===== src/rtl/spi_ram_param.sv =====
// SPI-style framed RAM slave: 1 rw bit, 2-bit opcode, DATA_W payload.
// Address/data writes, address/data reads with optional post-increment.
module spi_ram_param #(
  parameter int DATA_W    = 8,
  parameter int MEM_DEPTH = 256,
  parameter int AUTO_INC  = 0
) (
  input  logic clk,
  input  logic rst,
  input  logic SS_n,
  input  logic MOSI,
  output logic MISO,
  output logic err
);

  localparam int AW = $clog2(MEM_DEPTH);
  localparam int FW = DATA_W + 2;
  localparam int CW = $clog2(FW + 1);

  typedef enum logic [2:0] {IDLE, CHK_CMD, RX, EXEC, TX, WAIT} state_t;

  state_t              state, nxt;
  logic                rw;
  logic [FW-1:0]       rx_sr;
  logic [DATA_W-1:0]   tx_sr;
  logic [CW-1:0]       bit_cnt;
  logic [AW-1:0]       wr_addr, rd_addr;
  logic                rd_valid;
  logic [DATA_W-1:0]   mem [MEM_DEPTH];

  logic [1:0]          opc;
  logic [DATA_W-1:0]   payload;
  logic [32:0]         pl_ext;
  logic                in_range, rx_last, tx_last;
  logic                do_wa, do_wd, do_ra, do_rd, reject;
  logic [DATA_W-1:0]   rdata;

  assign opc      = rx_sr[FW-1 -: 2];
  assign payload  = rx_sr[DATA_W-1:0];
  assign pl_ext   = 33'(payload);
  // full payload is range-checked; only the low AW bits are ever stored
  assign in_range = pl_ext < 33'(MEM_DEPTH);
  assign rx_last  = bit_cnt == CW'(FW - 1);
  assign tx_last  = bit_cnt == CW'(DATA_W - 1);
  assign rdata    = mem[rd_addr];

  function automatic logic [AW-1:0] inc_addr(input logic [AW-1:0] a);
    return (a == AW'(MEM_DEPTH - 1)) ? '0 : a + 1'b1;
  endfunction

  // state register
  always_ff @(posedge clk or posedge rst) begin
    if (rst) state <= IDLE;
    else     state <= nxt;
  end

  // next state and one-cycle EXEC decisions; SS_n high aborts any frame
  always_comb begin
    nxt    = state;
    do_wa  = 1'b0;
    do_wd  = 1'b0;
    do_ra  = 1'b0;
    do_rd  = 1'b0;
    reject = 1'b0;
    case (state)
      IDLE:    if (!SS_n) nxt = CHK_CMD;
      CHK_CMD: nxt = SS_n ? IDLE : RX;
      RX:      if (SS_n) nxt = IDLE; else if (rx_last) nxt = EXEC;
      EXEC: begin
        if (SS_n) nxt = IDLE;
        else begin
          nxt = WAIT;
          if (rw != opc[1]) reject = 1'b1;
          else begin
            case (opc)
              2'b00: if (in_range) do_wa = 1'b1; else reject = 1'b1;
              2'b01: do_wd = 1'b1;
              2'b10: if (in_range) do_ra = 1'b1; else reject = 1'b1;
              default: begin
                if (rd_valid) begin
                  do_rd = 1'b1;
                  nxt   = TX;
                end else reject = 1'b1;
              end
            endcase
          end
        end
      end
      TX:      if (SS_n) nxt = IDLE; else if (tx_last) nxt = WAIT;
      WAIT:    if (SS_n) nxt = IDLE;
      default: nxt = IDLE;
    endcase
  end

  // shift registers, counter, address registers, registered MISO/err
  always_ff @(posedge clk or posedge rst) begin
    if (rst) begin
      rw       <= 1'b0;
      rx_sr    <= '0;
      tx_sr    <= '0;
      bit_cnt  <= '0;
      wr_addr  <= '0;
      rd_addr  <= '0;
      rd_valid <= 1'b0;
      MISO     <= 1'b0;
      err      <= 1'b0;
    end else begin
      MISO <= 1'b0;
      err  <= reject;
      case (state)
        CHK_CMD: begin
          rw      <= MOSI;
          bit_cnt <= '0;
        end
        RX: begin
          rx_sr   <= {rx_sr[FW-2:0], MOSI};
          bit_cnt <= bit_cnt + 1'b1;
        end
        TX: begin
          bit_cnt <= bit_cnt + 1'b1;
          if (!SS_n && !tx_last) begin
            MISO  <= tx_sr[DATA_W-1];
            tx_sr <= {tx_sr[DATA_W-2:0], 1'b0};
          end
        end
        default: bit_cnt <= '0;
      endcase
      if (do_wa) wr_addr <= payload[AW-1:0];
      if (do_wd && AUTO_INC != 0) wr_addr <= inc_addr(wr_addr);
      if (do_ra) begin
        rd_addr  <= payload[AW-1:0];
        rd_valid <= 1'b1;
      end
      // first bit goes out the cycle right after EXEC
      if (do_rd) begin
        MISO  <= rdata[DATA_W-1];
        tx_sr <= {rdata[DATA_W-2:0], 1'b0};
        if (AUTO_INC != 0) rd_addr <= inc_addr(rd_addr);
      end
    end
  end

  // RAM write port; contents deliberately survive reset
  always_ff @(posedge clk) begin
    if (do_wd) mem[wr_addr] <= payload;
  end

endmodule


===== config.mk =====
export PLATFORM = sky130hd
export DESIGN_NAME = spi_ram_param
export DESIGN_NICKNAME = d
export VERILOG_FILES = /design/src/rtl/spi_ram_param.sv
export SDC_FILE = /design/constraint.sdc
export NUM_CORES = 2
export LEC_CHECK = 0
export CAP_MARGIN = 10
export CORE_MARGIN = 2
export CORE_UTILIZATION = 60
export CTS_CLUSTER_DIAMETER = 40
export CTS_CLUSTER_SIZE = 16
export DETAILED_ROUTE_END_ITERATION = 6
export HOLD_SLACK_MARGIN = 0.02
export PLACE_DENSITY_LB_ADDON = 0.25
export RECOVER_POWER = 100
export SYNTH_ARGS = -nofsm -noshare
export SYNTH_HDL_FRONTEND = slang
export SYNTH_SLANG_ARGS = --single-unit

===== constraint.sdc =====
create_clock -name clk -period 5.44 [get_ports clk]
set_input_delay 0.816 -clock clk [delete_from_list [all_inputs] [get_ports clk]]
set_output_delay 0.816 -clock clk [all_outputs]
set_load 0.02 [all_outputs]

After elaboration in Yosys (flattened, before gate mapping)

Memories as Yosys holds them, arrays and structs flattened.
Index checks and enable logic that the tools add are counted.

Memories kept: 1
Bits in writable memories: 2048
Bits of input ports: 4
Flip-flop bits (word level): 45
Output and inout port bits: 2
Logic and storage cells: 84

Memory list:

| memory | words | bits a word | read ports | clocked after memory_dff | wr ports | line | source |
|---|---|---|---|---|---|---|---|
| mem    | 256   | 8           | 1          | 0                        | 1        | 29   | `logic [DATA_W-1:0] mem [MEM_DEPTH];` |

Reductions and logical operators: 12
Muxes and demuxes: 45
$add $sub $neg: 1
Magnitude comparators: 1
Equality and inequality tests: 14

Operator list:

| kind                                                       | count |
|---|---|
| two-way mux 1 bit                                          | 31 |
| two-way mux 8 bit                                          | 3 |
| two-way mux 3 bit                                          | 7 |
| case mux 3 bit (6 select lines)                            | 1 |
| less-than comparator 8 x 9 -> 1 bit, second input constant | 1 |
| == test 3 x 2 -> 1 bit, second input constant              | 2 |
| == test 3 bit, second input constant                       | 2 |
| inequality test 3 bit, second input constant               | 2 |
| adder 4 x 1 -> 4 bit, second input constant                | 1 |
| == test 4 x 3 -> 1 bit, second input constant              | 1 |
| == test 4 bit, second input constant                       | 1 |
| two-way mux 4 bit                                          | 1 |
| inequality test 2 bit, second input constant               | 2 |
| AND reduction 4 bit                                        | 1 |
| nonzero test 2 bit                                         | 2 |
| OR reduction 2 bit                                         | 2 |
| == test 3 x 1 -> 1 bit, second input constant              | 1 |
| logical NOT 3 bit                                          | 1 |
| OR reduction 3 bit                                         | 1 |
| == test 2 x 1 -> 1 bit, second input constant              | 1 |
| == test 2 bit, second input constant                       | 1 |
| logical NOT 1 bit                                          | 2 |
| logical NOT 2 bit                                          | 1 |
| two-way mux 2 bit                                          | 1 |
| 4 further kinds                                            | 4 |

Longest topological paths before layout

Word-level depth: 8
Mapped depth: 13
Gate-level depth less buffers: 8

Worst setup path after synthesis

No wires, ideal clock.

Kind: register -> register
From: register rx_sr[2]
To: memory mem[0][2] (data pin)
Slack: 1.414 ns
Arrival: 3.216 ns
Cell stages (with the launch flop): 1
Buffers on the path: 0
Data required time: 4.630 ns
Setup time: 0.810 ns
Clock period less this slack: 4.026 ns
Cell sequence: dfrtp_1

RTL lines:

| what                     | line | source |
|---|---|---|
| start: declaration       | 24   | `logic [FW-1:0] rx_sr;` |
| start signal: assignment | 116  | `rx_sr <= {rx_sr[FW-2:0], MOSI};` |
| end: declaration         | 29   |  |

Straight into the memory's write port.

Worst setup path after layout

From: register rx_sr[4]
To: memory mem[235][4] (data pin)

Straight into the memory's write port.

==> qor.yml <==
route:
  drtPass1Iterations: 6
  drtIter0Drc: 7710
  routedWlPerCell_um: 34.5
  vias_per_cell: 6.90
  ant_nets: 0
  routed_wl_um: 220000
  route.detailed.drc: 0
  dr_total_vias: 44100
global_routing:
  grt_pass1_vias: 43200
  overflow: 0
  grt_max_degree: 172
  antenna_found_initial: 9
  grt_pass1_wl_um: 316000
  grtUsageTotal_pct: 31.8
flow_run:
  max_cap_violations: 19
worst_setup_path:
  rrSetupSlack_ns: 0.75
  worstSetupEndpoint: "mem[235][4]"
  criticalPathCategory: "flop to flop"
  crit_start: "rx_sr[4]"
  critical_path_depth: 2
  cpPeakStageDelay_ns: 2.67
  start_kind: "flop"
  r2r.worst_path.cells: 2
  cp_slowest_cell: "clkbuf_2"
  worstPathArrival_ns: 5.20
  cp_top_family: "buffers and inverters"
  cp_num_buf_inv: 2
  endpoint_kind: "flop"
  cp_max_fo: 158
  worstPathCellList: "clkbuf_2 > buf_4"
  r2r-start: "rx_sr[4]"
  reg2reg_to: "mem[235][4]"
  worstPathRequired_ns: 5.95
sta:
  post-route-period-util_pct: 86.2
  hold_viol_final: 0
  relSlewSlack_pct: -172
  slew_violations: 1494
  tns_ns: 0
  clock_skew_ns: 0.0459
  max_slew.worst_pin.slew_ns: 4.08
  setup_viol: 0
  rsz0062_at_grt: "no"
  fmax_mhz: 213
  final.min_clock_period_ns: 4.69
yosys:
  netlist_instances: 4075
  yosys-top-cells-area: "edfxtp_1, mux4_2, mux2i_1"
  post-synth-top-area-cell: "edfxtp_1"
  ys_ff_latch: 2092
  synth_area_um2: 82200
  synth_edf_count: 2048
  ys_seq_area_share_pct: 76.2
  synth_area_per_cell_um2: 20.2
  async_reset_ff_share_pct: 2.10
  ys_warn_count: 0
  ys_types: 79
  dominantRegCellSynth: "edfxtp_1"
  synth_nets: 4081
  netlist.area_leader.share_pct: 74.8
layout:
  fillCellCount: 8386
  stdcell_area_um2: 92800
  drive_above_1_share_pct: 20.6
  seq_area_um2: 62600
  layout_commonest_cell: "edfxtp_1"
  area_growth_pct: 12.9
  fin_util_pct: 68.4
  final_nets: 4414
  most-common-layout-cells: "edfxtp_1, mux4_2, nor2_1"
  multi_input_area_um2: 18000
floorplan:
  start_util_pct: 60.6
  rows: 135
  pin_count: 6
  die_y_um: 374
  core_area_um2: 136000
  fp.dieW_um: 374
  die_area_um2: 140000
power_and_ir_drop:
  p_leak_uw: 0.0279
  p_per_area_nw_per_um2: 432
  peakVddDrop_uv: 434
clock_tree:
  ctsResizeCount: 0
  post_cts_buffers: 0
  h-tree-depth: 4
  cts_root_buffer: "clkbuf_16"
  clkTransAtPathRegs_ns: 0.06
  cts_tree: "done"
  cts_buffers: 228
  clock_latency_ns: 0.86
  clock_sink_count: 2092
  cts-hold-fix-buffers: 0
  clock_path_buffers: 3
worst_hold_path:
  hp-class: "flop to flop"
placement:
  placed_cell_area_um2: 85800
  io_buffers: 5
  place.gp.congestion: 0.934
  dp_hpwl_um: 132000
status:
  violations: "max-capacitance violations, max-slew violations"
  status: "complete, but fails checks"
==> registers in the layout (all words and copies together) (netlist names) <==
| register | cells |
|---|---|
| rx_sr | 10 |
| rd_addr | 8 |
| mem | 2048 |
| rd_valid | 1 |
| bit_cnt | 4 |
| wr_addr | 8 |
| tx_sr | 7 |
| MISO | 1 |
| err | 1 |
| state | 3 |
| rw | 1 |
==> synthesized netlist by cell type (8+ instances only) <==
master and instances:
edfxtp_1 2048, mux4_2 380, nor2_1 306, mux2i_1 274
clkbuf_1 109, nand2_1 103, o221ai_1 78, a21oi_1 69
o21ai_0 63, o22ai_1 57, buf_2 53, a22oi_1 49
dfrtp_1 44, buf_6 37, mux2_2 37, nand3_1 36
nor3_1 31, buf_8 22, mux4_1 19, nor2b_1 18
a211oi_1 14, nand4_1 12, a31oi_1 11, o32ai_1 11
a2111oi_0 10, a22o_1 10, buf_4 10, nand2b_1 10
a221oi_1 9, and2_1 9, o211ai_1 8, o31ai_1 8
==> stage by stage <==
| step | std cells | hold slack (ns) | setup slack [ns] | total power, µW |
|---|---|---|---|---|
| after global placement | 5959 | 0.478 | 0.821 | 24100 |
| after CTS | 6388 | 0.483 | 1.33 | 40000 |
| after floorplan | 4075 | 0.458 | 1.41 | 22300 |
| after detailed placement | 5959 | 0.486 | 0.755 | 24200 |
| final | 6390 | 0.498 | 0.750 | 40100 |
| after global routing | 6388 | 0.531 | 0.655 | 41000 |
==> worst min path at each step <==
stage / slack [ns] / to / cells after the start / startpoint
finish: 0.50 / bit_cnt[0] / 1 / bit_cnt[0]
global route: 0.53 / rd_valid / 1 / rd_valid
CTS: 0.48 / rx_sr[0] / 2 / rst
detailed placement: 0.49 / rd_valid / 1 / rd_valid
global placement: 0.48 / bit_cnt[0] / 1 / bit_cnt[0]
floorplan: 0.46 / bit_cnt[0] / 1 / bit_cnt[0]
==> cell families after synthesis <==
kind of cell / count (synthesis) / synth area share, %
buffers and inverters: 254 / 2.05
adders and majority gates: 2 / 0.0304
DFF: 2092 / 76.2
xor gates and xnor gates: 3 / 0.0320
AOI/OAI and AO/OA: 446 / 3.83
muxes: 710 / 14.9
and+or+nand+nor: 568 / 3.04
==> cell type report <==
class / count / share of cell area (%)
inverter: 9 / 0.0364
multi-input combinational: 1729 / 19.3
clock buffer: 249 / 6.35
clock inverter: 180 / 2.26
sequential: 2092 / 67.5
timing repair buffer: 348 / 2.13
tap: 1781 / 2.40
antenna: 2 / 0.00539
==> per-layer routing <==
metal | GRT usage [%] | up-vias | wire length, µm
met3 | 9.37 | 566 | 29200
met5 | 0 | - | 63
met1 | 44.6 | 22700 | 79600
met2 | 46.7 | 3227 | 100000
li1 | - | 17600 | -
met4 | 14.7 | 8 | 11200
==> worst register-to-register path, stage by stage, from the launching register on <==
cell and delay (ns):
dfrtp_4 0.39, clkbuf_2 2.67, buf_4 1.22
==> where the power goes <==
part / switching, µW / internal [µW]
logic: 3140 / 452
registers: 454 / 20000
clock network: 6780 / 9290
total: 10400 / 29800
(Power assumes the default switching activity.)
